===== src/rtl/ov7725_dvp_tx.sv =====
// OV7725-style DVP transmitter: turns RGB565 pixels from a FIFO into a
// vsync/href/8-bit byte stream with parameterised frame and line timing.
// Pixels go out high byte first, two byte clocks per pixel.
module ov7725_dvp_tx #(
  parameter int unsigned H_PIXEL     = 640,
  parameter int unsigned V_LINE      = 480,
  parameter int unsigned H_BLANK     = 144,
  parameter int unsigned VSYNC_LINES = 3,
  parameter int unsigned V_BACK      = 17,
  parameter int unsigned V_FRONT     = 10
) (
  input  logic        sys_clk,
  input  logic        sys_rst,
  input  logic        tx_en,
  input  logic [15:0] pix_data,
  input  logic        pix_empty,
  output logic        pix_rd_en,
  output logic        ov7725_vsync,
  output logic        ov7725_href,
  output logic [7:0]  ov7725_data,
  output logic        frame_done,
  output logic        underflow
);

  localparam int unsigned LineLen = 2 * H_PIXEL + H_BLANK;
  localparam int unsigned HW      = (LineLen > 2) ? $clog2(LineLen) : 1;
  localparam int unsigned VMaxA   = (VSYNC_LINES > V_BACK) ? VSYNC_LINES : V_BACK;
  localparam int unsigned VMaxB   = (V_LINE > V_FRONT) ? V_LINE : V_FRONT;
  localparam int unsigned VMax    = (VMaxA > VMaxB) ? VMaxA : VMaxB;
  localparam int unsigned VW      = (VMax > 2) ? $clog2(VMax) : 1;

  localparam logic [HW-1:0] HLast   = HW'(LineLen - 1);
  localparam logic [HW-1:0] HActEnd = HW'(2 * H_PIXEL);
  // In-line reads sit on odd h_cnt below this bound (pixels 1..H_PIXEL-1).
  localparam logic [HW-1:0] HRdEnd  = HW'(2 * H_PIXEL - 1);

  localparam logic [VW-1:0] VsyncTop = VW'(VSYNC_LINES - 1);
  localparam logic [VW-1:0] VbackTop = VW'(V_BACK - 1);
  localparam logic [VW-1:0] VactTop  = VW'(V_LINE - 1);
  localparam logic [VW-1:0] VfrontTop = VW'(V_FRONT - 1);

  typedef enum logic [2:0] {
    StIdle,
    StVsync,
    StVback,
    StActive,
    StVfront
  } state_t;

  state_t          state_q, state_d;
  logic [HW-1:0]   h_cnt_q, h_cnt_d;
  logic [VW-1:0]   v_cnt_q, v_cnt_d;
  logic [VW-1:0]   v_top;
  logic            h_wrap;

  logic            vsync_d, href_d, rd_en_d, frame_done_d, underflow_d;
  logic [7:0]      data_d;
  logic [7:0]      lo_q, lo_d;
  logic            rd_dly_q, empty_dly_q;

  // Frame sequencer: h_cnt runs per line, v_cnt counts lines within a state.
  always_comb begin
    state_d = state_q;
    h_cnt_d = h_cnt_q;
    v_cnt_d = v_cnt_q;
    h_wrap  = (h_cnt_q == HLast);
    unique case (state_q)
      StVsync:  v_top = VsyncTop;
      StVback:  v_top = VbackTop;
      StActive: v_top = VactTop;
      StVfront: v_top = VfrontTop;
      default:  v_top = '0;
    endcase

    if (state_q == StIdle) begin
      h_cnt_d = '0;
      v_cnt_d = '0;
      if (tx_en) begin
        state_d = StVsync;
      end
    end else begin
      h_cnt_d = h_wrap ? '0 : h_cnt_q + HW'(1);
      if (h_wrap) begin
        if (v_cnt_q == v_top) begin
          v_cnt_d = '0;
          unique case (state_q)
            StVsync:  state_d = StVback;
            StVback:  state_d = StActive;
            StActive: state_d = StVfront;
            StVfront: state_d = tx_en ? StVsync : StIdle;
            default:  state_d = StIdle;
          endcase
        end else begin
          v_cnt_d = v_cnt_q + VW'(1);
        end
      end
    end
  end

  // Outputs are registered from the next-state view so they line up with the state itself.
  always_comb begin
    vsync_d      = (state_d == StVsync);
    href_d       = (state_d == StActive) && (h_cnt_d != '0) && (h_cnt_d <= HActEnd);
    frame_done_d = (state_d == StVfront) && (v_cnt_d == VfrontTop) && (h_cnt_d == HLast);
    // Pixel 0 of each active line is fetched on the last cycle of the preceding line.
    rd_en_d      = ((state_d == StActive) && h_cnt_d[0] && (h_cnt_d < HRdEnd)) ||
                   ((h_cnt_d == HLast) &&
                    (((state_d == StVback) && (v_cnt_d == VbackTop)) ||
                     ((state_d == StActive) && (v_cnt_d != VactTop))));

    lo_d   = lo_q;
    data_d = 8'h00;
    if (rd_dly_q) begin
      lo_d = empty_dly_q ? 8'h00 : pix_data[7:0];
    end
    if (href_d) begin
      if (rd_dly_q) begin
        data_d = empty_dly_q ? 8'h00 : pix_data[15:8];
      end else begin
        data_d = lo_q;
      end
    end

    if ((state_d == StVsync) && (state_q != StVsync)) begin
      underflow_d = 1'b0;
    end else if (pix_rd_en && pix_empty) begin
      underflow_d = 1'b1;
    end else begin
      underflow_d = underflow;
    end
  end

  // State, counters, read pipeline and output registers.
  always_ff @(posedge sys_clk or posedge sys_rst) begin
    if (sys_rst) begin
      state_q      <= StIdle;
      h_cnt_q      <= '0;
      v_cnt_q      <= '0;
      lo_q         <= 8'h00;
      rd_dly_q     <= 1'b0;
      empty_dly_q  <= 1'b0;
      pix_rd_en    <= 1'b0;
      ov7725_vsync <= 1'b0;
      ov7725_href  <= 1'b0;
      ov7725_data  <= 8'h00;
      frame_done   <= 1'b0;
      underflow    <= 1'b0;
    end else begin
      state_q      <= state_d;
      h_cnt_q      <= h_cnt_d;
      v_cnt_q      <= v_cnt_d;
      lo_q         <= lo_d;
      rd_dly_q     <= pix_rd_en;
      empty_dly_q  <= pix_rd_en & pix_empty;
      pix_rd_en    <= rd_en_d;
      ov7725_vsync <= vsync_d;
      ov7725_href  <= href_d;
      ov7725_data  <= data_d;
      frame_done   <= frame_done_d;
      underflow    <= underflow_d;
    end
  end

endmodule


===== config.mk =====
export PLATFORM = sky130hd
export DESIGN_NAME = ov7725_dvp_tx
export DESIGN_NICKNAME = d
export VERILOG_FILES = /design/src/rtl/ov7725_dvp_tx.sv
export SDC_FILE = /design/constraint.sdc
export NUM_CORES = 1
export LEC_CHECK = 0
export CAP_MARGIN = 5
export CORE_AREA = 3 3 70 79
export DETAILED_ROUTE_END_ITERATION = 8
export DIE_AREA = 0 0 73 82
export GPL_TIMING_DRIVEN = 0
export PLACE_DENSITY = 0.85
export REMOVE_ABC_BUFFERS = 1
export SETUP_SLACK_MARGIN = 0.4
export SLEW_MARGIN = 15
export SYNTH_ARGS = -nofsm -noshare
export SYNTH_HDL_FRONTEND = slang
export SYNTH_SLANG_ARGS = --single-unit

===== constraint.sdc =====
create_clock -name sys_clk -period 3.3 [get_ports sys_clk]
set_input_delay 0.33 -clock sys_clk [delete_from_list [all_inputs] [get_ports sys_clk]]
set_output_delay 0.33 -clock sys_clk [all_outputs]
set_load 0.03 [all_outputs]

* Yosys cells after proc, flatten, opt, wreduce, memory -nomap -nowiden
Index checks and enable logic that the tools add are counted.
Word-level totals: register bits after elaboration 46, input port bits 20, output and inout bits 13, logic and storage cells 66
Operators by class: add/sub/neg operators 2, $lt $le $gt $ge 2, eq/ne operators 15, multiplexer cells 18, bitwise logic cells 1, reductions and logical operators 16
Operators by type and width (number):
- 9-bit case mux with 4 select lines | 1
- 8-bit two-way mux | 4
- 9-bit two-way mux | 3
- 11-bit equality test, second input constant | 2
- 11-bit two-way mux | 2
- 3-bit by 2-bit equality test with 1-bit output, second input constant | 4
- 3-bit two-way mux | 4
- 3-bit case mux with 4 select lines | 1
- 11-bit by 1-bit adder with 11-bit output, second input constant | 1
- 11-bit less-or-equal comparator, second input constant | 1
- 1-bit logical AND | 11
- 11-bit less-than comparator, second input constant | 1
- 11-bit nonzero test | 1
- 9-bit by 1-bit adder with 9-bit output, second input constant | 1
- 9-bit by 4-bit equality test with 1-bit output, second input constant | 1
- 9-bit by 5-bit equality test with 1-bit output, second input constant | 1
- 9-bit equality test | 1
- 9-bit != test, second input constant | 1
- 3-bit by 1-bit equality test with 1-bit output, second input constant | 2
- 3-bit equality test, second input constant | 2
- 3-bit zero test | 1
- 1-bit two-way mux | 3
- 3-bit by 1-bit != test with 1-bit output, second input constant | 1
- 1-bit logical OR | 2
- other kinds (2) | 2

* Longest topological paths before layout
Gate-level depths: netlist of run 1.
word-level depth 11, depth in mapped cells 12, mapped depth without buffers 10

* Least setup slack after synthesis of run 1
OpenSTA, ideal clock, no wires.
kind flip-flop to flip-flop, start point register h_cnt_q[0], end point register pix_rd_en, library setup time 66 ps, arrival time 2782 ps, required time 3234 ps, slack 452 ps, stages on the path, launching flop included 11, path buffers 1, period minus slack after synthesis 2848 ps, path through dfrtp_1 ha_1 and3_1 clkbuf_1 nand3_1 nor4_1 xnor2_1 nor3_2 or4_4 o41ai_2 a41o_1
Between the ends: cells in the longest elaborated chain, start to end 8, elaborated cells between the ends (all ways) 21, those cells by class add/sub (1); order compare (1); eq/ne (6); mux (6); reduce/logical (7)
Ends and longest elaborated chain:
- from (decl) | RTL line 51 | logic [HW-1:0] h_cnt_q, h_cnt_d;
- from (signal assigned) | RTL line 150 | h_cnt_q <= h_cnt_d;
- 11-bit equality test (*) | RTL line 66 | h_wrap = (h_cnt_q == HLast);
- 9-bit two-way mux (*) | RTL line 83 | if (h_wrap) begin
- 9-bit two-way mux (*) | RTL line 75 | if (state_q == StIdle) begin
- via v_cnt_d[7] | RTL line 52 | logic [VW-1:0] v_cnt_q, v_cnt_d;
- 9-bit by 5-bit equality test with 1-bit output / 9-bit != test (equally long branches) | RTL line 108, 109
- 1-bit logical AND (on tied branches) | RTL line 108, 109
- 1-bit logical OR (*) | RTL line 108 | (((state_d == StVback) && (v_cnt_d == VbackTop)) ||
- 1-bit logical AND (*) | RTL line 107 | ((h_cnt_d == HLast) &&
- 1-bit logical OR (*) | RTL line 106 | rd_en_d = ((state_d == StActive) && h_cnt_d[0] && (h_cnt_d < HRdEnd)) ||
- via rd_en_d | RTL line 56 | logic vsync_d, href_d, rd_en_d, frame_done_d, underflow_d;
- to (signal assigned) | RTL line 155 | pix_rd_en <= rd_en_d;
- to (decl) | RTL line 17 | output logic pix_rd_en,
The timed path passes the listed nets; every way through them passes the cells marked *. A chain may end at the register's enable or synchronous reset.

* Worst setup path in the final report of run 1
start point register h_cnt_q[6], end point register pix_rd_en
The elaborated chain is that of the path after synthesis.

==> results of run 1 <==
repair_timing:
action | in CTS | in global routing
setup buffers | 7 | 10
gates resized for setup | 8 | 14
gates cloned | 0 | 1
pin swaps | 1 | 8
endpoints found under the setup margin | 11 | 10
power by group:
| group | switching, mW | leakage (nW) | internal, mW |
|---|---|---|---|
| Clock | 0.194 | 0.0714 | 0.323 |
| Sequential | 0.0539 | 0.594 | 0.596 |
| Combinational | 0.126 | 0.817 | 0.113 |
| Total | 0.374 | 1.48 | 1.03 |
path summary, 6_finish.rpt:
kind                              end  depth (start not counted)       start
setup / recovery            pix_rd_en                         10  h_cnt_q[6]
hold / removal             h_cnt_q[1]                          2     sys_rst
setup reg to reg            pix_rd_en                         10  h_cnt_q[6]
hold reg to reg              rd_dly_q                          0   pix_rd_en
max in group asynchronous  h_cnt_q[4]                          3     sys_rst
min in group sys_clk         rd_dly_q                          0   pix_rd_en
cell type report:
class	count	area share, %
multi-input combinational	208	42.7
sequential	46	35.0
timing repair buffer	50	14.4
clock buffer	6	2.50
tap	58	2.19
clock inverter	2	1.82
inverter	13	1.48
cell families (layout without fill, tap and decap cells):
family	count (synthesis)	count (layout)	synth area share, %
AOI/OAI and AO/OA	48	49	13.4
xor gates and xnor gates	20	20	6.70
adders and majority gates	2	2	0.957
buffers and inverters	33	71	5.12
DFF	46	46	44.0
muxes	2	2	0.814
and+or+nand+nor	135	135	29.0
critical path, stage by stage, from the launching register on:
cell and delay, ns:
dfrtp_1 0.53, nor4b_4 0.46, nand3_4 0.21, buf_4 0.19, nor4_1 0.36, a31oi_1 0.12, o21a_1 0.18, inv_1 0.09
nand3_1 0.08, or3_1 0.39, a41o_1 0.23
sequential cells by signal (all words and copies together) (netlist names), 3 cells and up:
signal / count
v_cnt_q: 9
lo_q: 8
ov7725_data: 8
state_q: 3
h_cnt_q: 11
metal layers:
| layer | GRT usage [%] | up-vias | routed length (um) |
|---|---|---|---|
| li1 | - | 1093 | - |
| met3 | 3.79 | 18 | 518 |
| met2 | 33.4 | 119 | 3190 |
| met1 | 27.1 | 1122 | 2710 |
| met5 | 0 | - | 0 |
| met4 | 8.86 | 0 | 148 |
cells in the final DEF (no fill, tap or decap), drive strengths merged, types with 2 or more instances in the layout:
master | Yosys | routed
a21o | 3 | 3
a21oi | 5 | 5
a221o | 1 | 2
a2bb2oi | 5 | 5
a311oi | 3 | 3
a31oi | 2 | 2
and2 | 2 | 2
and3 | 10 | 10
and3b | 4 | 4
and4 | 2 | 2
buf | 3 | 18
bufinv | 0 | 2
clkbuf | 17 | 6
clkdlybuf4s50 | 0 | 32
dfrtp | 46 | 46
ha | 2 | 2
inv | 13 | 13
nand2 | 20 | 20
nand2b | 3 | 3
nand3 | 15 | 15
nand3b | 3 | 3
nand4 | 5 | 5
nor2 | 34 | 34
nor2b | 5 | 5
nor3 | 13 | 13
nor3b | 2 | 2
nor4 | 6 | 6
nor4bb | 2 | 2
o211ai | 4 | 4
o21a | 2 | 2
o21ai | 13 | 13
or4 | 4 | 4
xnor2 | 10 | 10
xor2 | 10 | 10
==> metrics.cfg, run 1 <==
[run_status]
outcome = complete, no violations

[final_layout]
final_cell_area_um2 = 3310
final_nets = 346
drive_above_1_share_pct = 16.0
n_fill_cell = 348
multi_input_area_um2 = 1410
seqCellArea_um2 = 1160
final_cells = 383
final_core_util_pct = 67.5
area.growth.synth_to_final_pct = 26.6
diodes = 0

[logic_synthesis]
synth_seq_cells = 46
synth.yosys.seq_area_share_pct = 44.0
synth_cells = 286
synth_top_area_share_pct = 44.0
synth_largest_area_cell = dfrtp_1
syn_area_um2 = 2610
async_flop_share_pct = 100
synth.avg_cell_area_um2 = 9.14
ys_types = 54
synth_flop_cell = dfrtp_1
synth.most_common_cell = dfrtp_1
synth_area_leaders = dfrtp_1, nor2_1, xnor2_1, xor2_1, nand2_1
yosysWarningCount = 0
synth-edff-count = 0
synth_common_cells = dfrtp_1, nor2_1, nand2_1, clkbuf_1, nand3_1

[timing]
hold_ws_ns = 0.338
fin_worst_skew_ns = 0.00935
setup_viol = 0
drv_slew = 0
relSlewSlack_pct = 33.2
final-hold-violation-count = 0
fin_crit_sh_pct = 88.9
rsz0062_at_grt = true
fin_setup_tns_ns = 0
min_period_ns = 2.93
layout_setup_ws_ns = 0.365
max_freq_mhz = 341
worstMarginPinSlew_ns = 1.00

[global_route]
grt_max_degree = 29
grt_pass1_wl_um = 9760
antenna_found_initial = 0
grt_util_all_layers_pct = 20.7
grt_pass1_vias = 2033
overflow = 0

[drt]
drc = 0
wl_um = 6570
drt_iter0_drc = 268
final_antenna_net_count = 0
viasPerCell = 6.14
wl_per_cell_um = 17.1
via_count = 2352
dr.pass1.iters = 4

[clock_network]
htree_levels = 2
root_buffer = clkbuf_8
cts.sinks = 46
cts_buffers = 5
clockBufferDepth = 2
path_clk_slew_ns = 0.09
cts_hold_buf = 0
cts_tree = yes
clock_latency_ns = 0.31

[die]
dieArea_um2 = 5990
core-area_um2 = 4900
start_util_pct = 53.4
die_width_um = 73
die_h_um = 82
num_rows = 27
pin_count = 33

[placed_design]
io_buffers = 32
finalWeightedCongestion = 0.882
dp_cells = 357
place_area_um2 = 2950
pre_cts_slack_ns = -0.201
dp_hpwl_um = 4050

[flow_run]
drv_cap = 0

[critical_path]
required_ns = 3.49
critPathLaunchType = register
endpoint_kind = register
worst-path-max-fanout = 11
critPathKind = register to register
cp.arrival_ns = 3.13
reg2reg_slack_ns = 0.37

[min_path]
hp-class = primary input to async pin

[power_and_ir_drop]
power_density_nw_per_um2 = 425
power_mw = 1.41
ir_drop_uv = 217
leakage_nw = 1.48

(Power assumes the default switching activity.)
==> inputs of run 2 (changes only) <==
- CORE_AREA: 3 3 70 79 -> 2 2 69 78
- DIE_AREA: 0 0 73 82 -> 0 0 71 80
==> run 2 against run 1 <==
Net effect:
- register-to-register slack improved by 0.11 ns
- sequential power rose by 0.8%
- die area fell by 5.1%
- count of clock-buffer cells in the layout did not move
- global-route usage rose by 1.0 points
- routed wire length fell by 0.55%
- core utilization fell by 0.79 points
==> metrics.cfg, run 2 (synthesis results as in run 1) <==
[critical_path]
critPathMostFrequentCell = buf_4
worst-path-max-fanout = 6
worst-path-stages = 11
reg2reg_slack_ns = 0.48
cp.arrival_ns = 3.01
cpPeakStageDelay_ns = 0.45
r2r-start = h_cnt_q[6]
cp_top_family = simple AND/OR/NAND/NOR gates
worstReg2RegEnd = pix_rd_en
crit_chain = nor4b_4, nand3_4, buf_4, buf_4, nor4_2, a31oi_1, o21a_1, inv_1, nand3_1, or3_1, a41o_1
critPathKind = register to register
cp_num_buf_inv = 3
endpoint_kind = register
required_ns = 3.49
crit_slowest_cell = nor4b_4
reg2regPathDepth = 11
critPathLaunchType = register

[clock_network]
htree_levels = 2
root_buffer = clkbuf_8
cts.sinks = 46
clock_latency_ns = 0.30
cts_buffers = 5
clockBufferDepth = 2
cts_tree = yes
path_clk_slew_ns = 0.09

[placed_design]
dp_hpwl_um = 3890
dp_cells = 357
pre_cts_slack_ns = -0.215
io_buffers = 32
finalWeightedCongestion = 0.874

[die]
pin_count = 33
core-area_um2 = 4900
dieArea_um2 = 5680
die_h_um = 80
die_width_um = 71
start_util_pct = 53.4
num_rows = 27

[global_route]
grt_pass1_wl_um = 9870
antenna_found_initial = 0
grt_pass1_vias = 2151
grt_max_degree = 39
overflow = 0
grt_util_all_layers_pct = 21.7

[timing]
drv_slew = 0
setup_viol = 0
layout_setup_ws_ns = 0.478
max_freq_mhz = 354
fin_crit_sh_pct = 85.5
worstMarginPinSlew_ns = 0.990
fin_worst_skew_ns = 0.00923
final-hold-violation-count = 0
rsz0062_at_grt = true
min_period_ns = 2.82
relSlewSlack_pct = 33.8

[final_layout]
final_cell_mix = dfrtp_1, nor2_1, clkdlybuf4s50_1
largest_reg_flops = 11
drive_above_1_share_pct = 17.5
diodes = 0
final_core_util_pct = 66.7
area.growth.synth_to_final_pct = 25.1
largestRegisters = h_cnt_q: 11 flops, v_cnt_q: 9 flops
regMostFlops = h_cnt_q
layout_commonest_cell = dfrtp_1
final_nets = 346
final_cells = 383
n_fill_cell = 368

[power_and_ir_drop]
leakage_nw = 1.44
ir_drop_uv = 257
power_density_nw_per_um2 = 404

[min_path]
hp-class = primary input to async pin

[run_status]
outcome = complete, no violations

[drt]
wl_per_cell_um = 17.0
wl_um = 6530
drt_iter0_drc = 235
drc = 0
dr.pass1.iters = 5
final_antenna_net_count = 0
via_count = 2381
viasPerCell = 6.22

[flow_run]
drv_cap = 0

run 2: cell type report:
class | instances | area, um^2 | share of cell area, %
multi-input cells | 208 | 1400 | 42.9
flip-flops and latches | 46 | 1160 | 35.6
repair buffers | 50 | 472 | 14.4
clock buffers | 6 | 72.6 | 2.22
well taps | 58 | 72.6 | 2.22
inverters | 13 | 48.8 | 1.49
clock inverters | 2 | 37.5 | 1.15
run 2: worst register-to-register path: stages, from the launching register on:
cell     delay [ns]
dfrtp_2        0.43
nor4b_4        0.45
nand3_4        0.17
buf_4          0.19
buf_4          0.15
nor4_2         0.29
a31oi_1        0.10
o21a_1         0.18
inv_1          0.08
nand3_1        0.07
or3_1          0.38
a41o_1         0.22
run 2: worst max-delay path by stage:
stage               slack, ns        from   endpoint
floorplan                0.31  h_cnt_q[0]  pix_rd_en
global placement        -0.18  h_cnt_q[0]  pix_rd_en
detailed placement      -0.22  h_cnt_q[0]  pix_rd_en
CTS                      0.42  v_cnt_q[2]  pix_rd_en
global route             0.36  h_cnt_q[0]  pix_rd_en
finish                   0.48  h_cnt_q[6]  pix_rd_en
run 2: repair_timing:
item	4_1_cts	5_1_grt
setup endpoints to repair	11	10
setup buffers	6	11
gates resized for setup	5	20
pin swaps	1	8
hold buffers	0	0
cloned	0	1
run 2: routing by layer:
metal	GRT usage [%]	up-vias	wire, um
met4	6.98	0	82
met3	4.42	14	518
met2	37.4	142	3200
met1	27.3	1131	2730
li1	-	1094	-
met5	0	-	0
run 2: power breakdown:
group | switching, mW | total (mW) | internal, mW
registers | 0.0562 | 0.655 | 0.599
clock network | 0.188 | 0.414 | 0.226
logic | 0.133 | 0.251 | 0.119
total | 0.376 | 1.32 | 0.943
run 2: per-stage QoR:
stage,setup TNS [ns],total power [mW],hold slack [ns],cell area (um^2)
after floorplan,0,0.781,0.447,2530
after global placement,-0.175,0.840,0.397,2920
after detailed placement,-0.215,0.851,0.405,2950
after CTS,0,1.26,0.269,3120
after global routing,0,1.39,0.267,3270
final,0,1.32,0.267,3270
==> inputs of run 3 (changes only) <==
- TNS_END_PERCENT: not set -> 50
==> results of run 3 <==
Same layout as run 2: the final DEF is identical, and so are final timing and power.
